**src/rtl/dop_pkg.sv**
```systemverilog
// Shared DoP constants: marker bytes, idle byte, marker width.
// Also a byte-replication helper for building idle payloads.
package dop_pkg;

  localparam int MW = 8;

  localparam logic [MW-1:0] DOP_MARK_A = 8'h05;
  localparam logic [MW-1:0] DOP_MARK_B = 8'hFA;
  localparam logic [MW-1:0] DSD_IDLE   = 8'h69;

  typedef enum logic {
    MARK_A = 1'b0,
    MARK_B = 1'b1
  } mark_e;

  function automatic logic [255:0] rep_byte(
    input logic [7:0] b
  );
    logic [255:0] r;
    for (int i = 0; i < 32; i++) begin
      r[i*8 +: 8] = b;
    end
    return r;
  endfunction

endpackage

```
**src/rtl/i2s_tx.sv**
```systemverilog
// I2S master transmitter: frame counter, lrck, word load at frame end,
// MSB-first serialisation with a one-bclk delay slot in I2S mode.
module i2s_tx
  import dop_pkg::*;
#(
  parameter int          DW   = 24,
  parameter int          SW   = 32,
  parameter string       TYPE = "I2S",
  parameter logic [DW-1:0] INIT = '0
) (
  input  logic          bclk,
  input  logic          rst,
  input  logic [DW-1:0] word_l,
  input  logic [DW-1:0] word_r,
  output logic          frame_end,
  output logic          lrck,
  output logic          data
);

  localparam int FW  = 2 * SW;
  localparam int CW  = $clog2(FW);
  localparam int IW  = $clog2(DW);
  localparam int DLY = (TYPE == "I2S") ? 1 : 0;

  logic [CW-1:0] fcnt;
  logic [CW-1:0] fnext;
  logic [CW-1:0] pnext;
  logic [DW-1:0] tx_l;
  logic [DW-1:0] tx_r;
  logic [DW-1:0] cur;
  logic          right;
  logic          bit_n;
  int            pos;

  // Outputs are registered from the next counter value, so lrck and
  // data always line up with the fcnt they are reported against.
  always_comb begin
    frame_end = (fcnt == CW'(FW - 1));
    fnext     = frame_end ? '0 : fcnt + 1'b1;
    right     = (fnext >= CW'(SW));
    pnext     = right ? fnext - CW'(SW) : fnext;
    cur       = right ? tx_r : tx_l;
    pos       = int'(pnext) - DLY;
    bit_n     = 1'b0;
    if (pos >= 0 && pos < DW) begin
      bit_n = cur[IW'(DW - 1 - pos)];
    end
  end

  always_ff @(posedge bclk) begin
    if (!rst) begin
      fcnt <= '0;
      lrck <= 1'b0;
      data <= 1'b0;
      tx_l <= INIT;
      tx_r <= INIT;
    end else begin
      fcnt <= fnext;
      lrck <= right;
      data <= bit_n;
      if (frame_end) begin
        tx_l <= word_l;
        tx_r <= word_r;
      end
    end
  end

endmodule

```
**src/rtl/dsd_to_dop.sv**
```systemverilog
// DSD to DoP packer feeding an I2S master; optional mute input under
// DSD_TO_DOP_MUTE_EN.
module dsd_to_dop
  import dop_pkg::*;
#(
  parameter int         DW   = 16,
  parameter int         SW   = 32,
  parameter logic [7:0] IDLE = DSD_IDLE
) (
  input  logic bclk,
  input  logic rst,
  input  logic dsd_valid_i,
  input  logic dsd_l_i,
  input  logic dsd_r_i,
`ifdef DSD_TO_DOP_MUTE_EN
  input  logic mute,
`endif
  output logic lrck,
  output logic data,
  output logic underrun,
  output logic overrun
);

  localparam int WW = DW + MW;
  localparam int CW = $clog2(DW) + 1;

  localparam logic [DW-1:0] IDLE_PL = DW'(rep_byte(IDLE));
  localparam logic [WW-1:0] INIT    = {DOP_MARK_A, IDLE_PL};

  logic [CW-1:0] cnt;
  logic [DW-1:0] sh_l;
  logic [DW-1:0] sh_r;
  logic [DW-1:0] nxt_l;
  logic [DW-1:0] nxt_r;
  logic [DW-1:0] hold_l;
  logic [DW-1:0] hold_r;
  logic          full;
  mark_e         mark;
  logic [MW-1:0] new_mark;
  logic [WW-1:0] word_l;
  logic [WW-1:0] word_r;
  logic          frame_end;
  logic          copy;
  logic          muted;
  logic          live;

`ifdef DSD_TO_DOP_MUTE_EN
  assign muted = mute;
`else
  assign muted = 1'b0;
`endif

  always_comb begin
    copy     = dsd_valid_i && (cnt == CW'(DW - 1));
    nxt_l    = {sh_l[DW-2:0], dsd_l_i};
    nxt_r    = {sh_r[DW-2:0], dsd_r_i};
    new_mark = (mark == MARK_A) ? DOP_MARK_B : DOP_MARK_A;
    live     = full && !muted;
    word_l   = {new_mark, live ? hold_l : IDLE_PL};
    word_r   = {new_mark, live ? hold_r : IDLE_PL};
  end

  // A copy on the load edge refills holding after the old word is taken,
  // so full stays set and no overrun is flagged.
  always_ff @(posedge bclk) begin
    if (!rst) begin
      cnt      <= '0;
      sh_l     <= '0;
      sh_r     <= '0;
      hold_l   <= '0;
      hold_r   <= '0;
      full     <= 1'b0;
      mark     <= MARK_A;
      underrun <= 1'b0;
      overrun  <= 1'b0;
    end else begin
      underrun <= frame_end && !full && !muted;
      overrun  <= copy && full && !frame_end;
      if (frame_end) begin
        mark <= (mark == MARK_A) ? MARK_B : MARK_A;
      end
      if (dsd_valid_i) begin
        sh_l <= nxt_l;
        sh_r <= nxt_r;
        cnt  <= copy ? '0 : cnt + 1'b1;
      end
      if (copy) begin
        hold_l <= nxt_l;
        hold_r <= nxt_r;
        full   <= 1'b1;
      end else if (frame_end) begin
        full <= 1'b0;
      end
    end
  end

  i2s_tx #(
    .DW   (WW),
    .SW   (SW),
    .TYPE ("I2S"),
    .INIT (INIT)
  ) u_tx (
    .bclk      (bclk),
    .rst       (rst),
    .word_l    (word_l),
    .word_r    (word_r),
    .frame_end (frame_end),
    .lrck      (lrck),
    .data      (data)
  );

endmodule

```
**config.mk**
```make
export PLATFORM = sky130hd
export DESIGN_NAME = dsd_to_dop
export DESIGN_NICKNAME = d
export VERILOG_FILES = /design/src/rtl/dop_pkg.sv /design/src/rtl/i2s_tx.sv /design/src/rtl/dsd_to_dop.sv
export SDC_FILE = /design/constraint.sdc
export NUM_CORES = 1
export LEC_CHECK = 0
export BUFFER_PORTS_ARGS = -buffer_cell sky130_fd_sc_hd__clkbuf_2
export CORE_MARGIN = 2
export CORE_UTILIZATION = 57
export DETAILED_ROUTE_END_ITERATION = 8
export GPL_ROUTABILITY_DRIVEN = 0
export HOLD_SLACK_MARGIN = 0.02
export PLACE_DENSITY = 0.73
export SYNTH_ARGS = -nofsm -noshare
export SYNTH_HDL_FRONTEND = slang
export SYNTH_HIERARCHICAL = 1
export SYNTH_SLANG_ARGS = --single-unit
```
**constraint.sdc**
```tcl
create_clock -name bclk -period 2.3 [get_ports bclk]
set_input_delay 0.115 -clock bclk [delete_from_list [all_inputs] [get_ports bclk]]
set_output_delay 0.115 -clock bclk [all_outputs]
set_load 0.02 [all_outputs]
```
-- After elaboration in Yosys (flattened, before gate mapping)
Cells that the tools add are included.
- bits in writable memories: 0
- latch bits: 0
- register bits: 127
- memories kept: 0
- ROM bits: 0
- input port bits: 5
- shift operators: 0
- $lt $le $gt $ge: 4
- mux-type cells: 13
- multipliers: 0
- bitwise gates (word level): 0
- reduce and logical (&&, ||, !) cells: 9
- equality and inequality tests: 2
- divide/modulo/power cells: 0
- add/sub/neg operators: 5
- operators with widths (kind ; number):
    16-bit two-way mux ; 2
    24-bit two-way mux ; 1
    6-bit two-way mux ; 2
    8-bit two-way mux ; 1
    7-bit by 1-bit greater-or-equal comparator with 1-bit output, second input constant ; 1
    5-bit by 7-bit < comparator with 1-bit output, second input constant ; 1
    7-bit by 6-bit < comparator with 1-bit output, second input constant ; 1
    6-bit by 1-bit subtractor with 7-bit output, second input constant ; 1
    6-bit by 1-bit adder with 6-bit output, second input constant ; 1
    6-bit equality test, second input constant ; 1
    6-bit greater-or-equal comparator, second input constant ; 1
    6-bit subtractor, second input constant ; 1
    5-bit by 1-bit adder with 5-bit output, second input constant ; 1
    1-bit binary-select mux with 5-bit select ; 1
    5-bit by 4-bit equality test with 1-bit output, second input constant ; 1
    1-bit logical AND ; 5
    1-bit two-way mux ; 5
    5-bit two-way mux ; 1
    5-bit subtractor, first input constant ; 1
    1-bit zero test ; 2
    2-bit AND reduction ; 1
    2-bit nonzero test ; 1

-- Logic depth before layout (Yosys ltp)
- depth in word-level cells: 9
- gate-level depth with buffers: 13

-- Modules after synthesis
Netlist, hierarchy kept.
- modules (own cells, without submodules) (module ; cells each ; area an instance (sq um) ; instances ; seq. area each (sq um)):
    i2s_tx ; 357 ; 2800.2 ; 1 ; 1121.1
    dsd_to_dop ; 238 ; 2695.1 ; 1 ; 1421.4

-- Worst setup path before layout
Ideal clock, no wire load.
- kind: reg2reg
- start point: register u_tx.fcnt[1]
- end point: register u_tx.data
- stages on the path, launching flop included: 14
- arrival time: 2.319 ns
- setup slack: -0.138 ns
- library setup time: 0.119 ns
- required time: 2.181 ns
- cells stage by stage: dfxtp_1 > ha_1 > buf_2 > and4_4 > nand2_2 > inv_2 > nor2_2 > xnor2_1 > inv_1 > ha_1 > inv_1 > a41oi_1 > a2bb2oi_1 > o221a_1
- cells in the longest elaborated chain, start to end: 9
- elaborated cells between the ends (all ways): 16
- classes of those cells: add/sub (4); order compare (3); eq/ne (1); mux (6); reduce/logical (2)
- ends and longest elaborated chain (what ; RTL line ; text):
    start: declaration ; i2s_tx.sv:25 ; logic [CW-1:0] fcnt;
    start signal: assignment ; i2s_tx.sv:58 ; fcnt <= fnext;
    6-bit by 1-bit adder with 6-bit output or 6-bit equality test (tied branches) ; i2s_tx.sv:39, i2s_tx.sv:38 ;
    6-bit two-way mux * ; i2s_tx.sv:39 ; fnext = frame_end ? '0 : fcnt + 1'b1;
    6-bit subtractor or 6-bit greater-or-equal comparator (tied branches) ; i2s_tx.sv:41, i2s_tx.sv:40 ;
    6-bit two-way mux ; i2s_tx.sv:41 ; pnext = right ? fnext - CW'(SW) : fnext;
    6-bit by 1-bit subtractor with 7-bit output ; i2s_tx.sv:43 ; pos = int'(pnext) - DLY;
    5-bit subtractor ; i2s_tx.sv:46 ; bit_n = cur[IW'(DW - 1 - pos)];
    1-bit binary-select mux with 5-bit select ; i2s_tx.sv:46 ;
    1-bit two-way mux (implied by the code) (2 in a row) ; i2s_tx.sv:46 ;
    end signal: assignment ; i2s_tx.sv:60 ; data <= bit_n;
    end: declaration ; i2s_tx.sv:17 ; output logic data
Mark *: on every way between the ends. The rest lies on a longest branch, timed or not. The select of a mux whose other input is x is not followed.
A chain may end at the register's enable or synchronous reset.

-- Final worst setup path
- start point: register u_tx.fcnt[0]
- end point: register u_tx.data
Same word-level chain as after synthesis.

==> summary.md <==
| Metric | Value |
|---|---|
| FFs w/ async S/R, synth | 0 |
| WL per Instance | 15.95 µm |
| FF-to-FF End | u_tx/data |
| DR iter-0 viols | 431 |
| Worst setup path class | reg2reg |
| FF-to-FF path depth | 10 |
| Netlist cell types | 59 |
| Site Rows | 35 |
| Hold WC Path Type | in2reg |
| Post-DRT Antenna Nets | 0 |
| Synth Area in Simple Gates | 0.2336 |
| Post-Synth Adder-Cell Area | 0.009107 |
| Maxcap violations | 0 |
| Layout fillers | 704 |
| Final period utilization | 0.9886 |
| Final min period | 2.274 ns |
| Antenna violations before repair | 0 |
| TritonRoute pass-1 iters | 6 |
| Area of the multi-input gates | 2830 µm² |
| Seq/Total Area, Yosys | 0.4627 |
| Number of remaining DRC errors | 0 |
| Leak pwr | 2.544 nW |
| Fmax | 439.8 MHz |
| CTS Root Cell | clkbuf_8 |
| Syn_nets | 604 |
| Peak supply drop | 0.4852 mV |
| Hold endpoint | cnt[0] |
| Clock skew | 0.01089 ns |
| Die footprint | 10440 µm² |
| Die W | 102.2 µm |
| Rel. slew slack | 0.2315 |
| Area leader, netlist | dfxtp_1 |
| Clock-pin slew on the worst setup and hold paths | 0.06 ns |
| Synthesized area | 5495 µm² |
| Vias post-DR | 4365 |
| Critical Path AT | 2.67 ns |
| Post-synthesis register bit count | 127 |
| Largest net degree at the start of global routing | 74 |
| Worst-Margin Slew | 1.153 ns |
| Worst setup SP type | flop |
| Longest Clk Path Bufs | 2 |
| Area added between synthesis and finish | 18.69% |
| Synth Warn # | 6 |
| XOR/XNOR share of the synthesized area | 0.01434 |
| TritonCTS clock tree | built |
| PD cells | 786.3 nW/µm² |
| Reg-to-reg slack, setup | 0.03 ns |
| Synth area leaders | dfxtp_1, nand2_1, mux2i_1 |
| Ports | 9 |
| Port Buffers | 8 |
| Final setup margin | 0.02621 ns |
| Clk sinks | 127 |
| Hold depth | 2 |
| Core Area | 9284 µm² |
| Reg2reg start | u_tx/fcnt[0] |
| Setup Total Neg Slack | 0 ns |
| Inserted Clock Buffers | 17 |
| FF+latch area | 2546 µm² |
| Vias per std cell | 5.736 |
| Pre-CTS setup slack | 0.006501 ns |
| Total track usage | 0.2434 |
| GR Overflow Total | 0 |
| Die span in y | 102.2 µm |
| Compound-Gate Fraction of Synth Area | 0.1660 |
| Final setup viols | 0 |
| Critical Path RT | 2.69 ns |
| Top FF cell, synth | dfxtp_1 |
| Synthesized instance count | 595 |
| First-pass GRT wire length | 19900 µm |
| Layout cell share with drive strength beyond 1 | 0.1788 |
| Average size of a mapped cell | 9.236 µm² |
| Worst hold margin | 0.07380 ns |
| Hold wc startpoint | rst |
| Detailed Route WL | 12140 µm |
| CP max FO | 7 |
| Number of global-route vias before repair | 4127 |
| H-tree depth | 4 |
| Clk_lat worst skew | 0.51 ns |
| Post-synthesis mux area share | 0.06671 |
| Final slew viol count | 0 |
| Starting Density | 0.5919 |
| Largest family of logic cells by synthesized area | simple AND/OR/NAND/NOR gates |
| Post-synth EDFFs | 0 |
| Nets | 628 |
| Status | complete, no violations |
| Antenna diodes | 0 |
| HPWL after DPL | 7422 µm |
| Synth top area share | 0.4627 |
| Final Hold Viols | 0 |
| CP Capture Type | flop |
## worst max path at each step
stage	to	startpoint	cells past startpoint	slack (ns)
after floorplan	u_tx/data	u_tx/fcnt[0]	12	0.007
after global placement	u_tx/data	u_tx/fcnt[0]	9	0.07
after detailed placement	u_tx/data	u_tx/fcnt[0]	11	0.007
after CTS	u_tx/data	u_tx/fcnt[0]	11	0.02
after global routing	u_tx/data	u_tx/fcnt[2]	9	-0.04
final	u_tx/data	u_tx/fcnt[0]	10	0.03
## repair_timing
| item | in CTS | in global routing |
|---|---|---|
| endpoints found under the setup margin | 1 | 1 |
| hold buffers | 3 | 0 |
| endpoints found under the hold margin | 5 | 0 |
| setup buffers | 0 | 8 |
| pin swaps | 2 | 6 |
| resized for setup | 6 | 22 |
## critical path: stages (launching register included)
cell       delay [ns]
dfxtp_2          0.38
ha_4             0.16
buf_6            0.14
a21oi_4          0.05
nand2b_1         0.19
buf_4            0.17
o22ai_1          0.13
a211oi_1         0.12
o311a_1          0.38
a2bb2oi_2        0.17
o221a_1          0.27
## synth_stat cells, types with 5 or more instances
| cell | n |
|---|---|
| dfxtp_1 | 127 |
| nand2_1 | 102 |
| a22o_1 | 32 |
| nor2b_1 | 32 |
| mux2i_1 | 31 |
| a21boi_0 | 30 |
| nand3_1 | 30 |
| and2_1 | 28 |
| clkbuf_1 | 23 |
| nand2b_1 | 21 |
| o22ai_1 | 14 |
| buf_2 | 11 |
| o21ai_0 | 9 |
| inv_1 | 8 |
| and3_1 | 6 |
| nor2_1 | 6 |
| xnor2_1 | 6 |
| a211oi_1 | 5 |
| a21oi_1 | 5 |
| buf_6 | 5 |
| nor3_1 | 5 |
## metal layers
metal  track usage  share of wire  up-vias
met5             0              0        -
met1        0.3283           0.45     2059
li1              -              -     2110
met3       0.05882          0.053       35
met4       0.09436          0.029        0
met2        0.3796           0.47      161
## state kept, by name, summed over array words and instances, names as in the netlist, 5 cells and up
register and cells:
u_tx/tx_r 24, cnt 5, sh_l 15, sh_r 15, u_tx/tx_l 24, u_tx/fcnt 6, hold_r 16, hold_l 16
## cells in the final DEF, fill, tap and decap left out, types with 13 or more instances in the layout
cell       instances
nand3_1           30
a21boi_0          30
o22ai_1           13
buf_4             36
nand2b_1          21
nor2b_1           32
dfxtp_1          124
nand2_1          102
clkbuf_16         16
and2_1            28
mux2i_1           31
a22o_1            32
## final cells by class
| type | count | share of cell area |
|---|---|---|
| multi-input cells | 415 | 0.4339 |
| flip-flops and latches | 127 | 0.3904 |
| clock buffers | 21 | 0.06887 |
| repair buffers | 49 | 0.05621 |
| well taps | 129 | 0.02475 |
| clock inverters | 11 | 0.01995 |
| inverters | 9 | 0.005947 |
## metrics by stage
stage | area, µm² | power (mW) | instances | utilization
2_1_floorplan | 5515 | 2.460 | 595 | -
3_3_place_gp | 5710 | 2.522 | 718 | 0.6151
3_5_place_dp | 5710 | 2.528 | 718 | 0.6151
4_1_cts | 6347 | 5.124 | 753 | 0.6837
5_1_grt | 6523 | 5.286 | 761 | 0.7026
6_report | 6523 | 5.129 | 761 | 0.7026
## power by group
part / internal [mW] / switching (mW) / leakage (nW)
Combinational: 0.140 / 0.169 / 1.24
Clock: 1.61 / 0.980 / 0.283
Sequential: 2.22 / 0.0143 / 1.03
Total: 3.97 / 1.16 / 2.54
## cell families (layout without fill, tap and decap cells)
family / count (synthesis) / count (layout)
buffers and inverters: 53 / 90
muxes: 36 / 36
xor gates and xnor gates: 9 / 9
adders and majority gates: 4 / 4
DFF: 127 / 127
and+or+nand+nor: 247 / 247
AOI/OAI and AO/OA: 119 / 119
(Power assumes the default switching activity.)
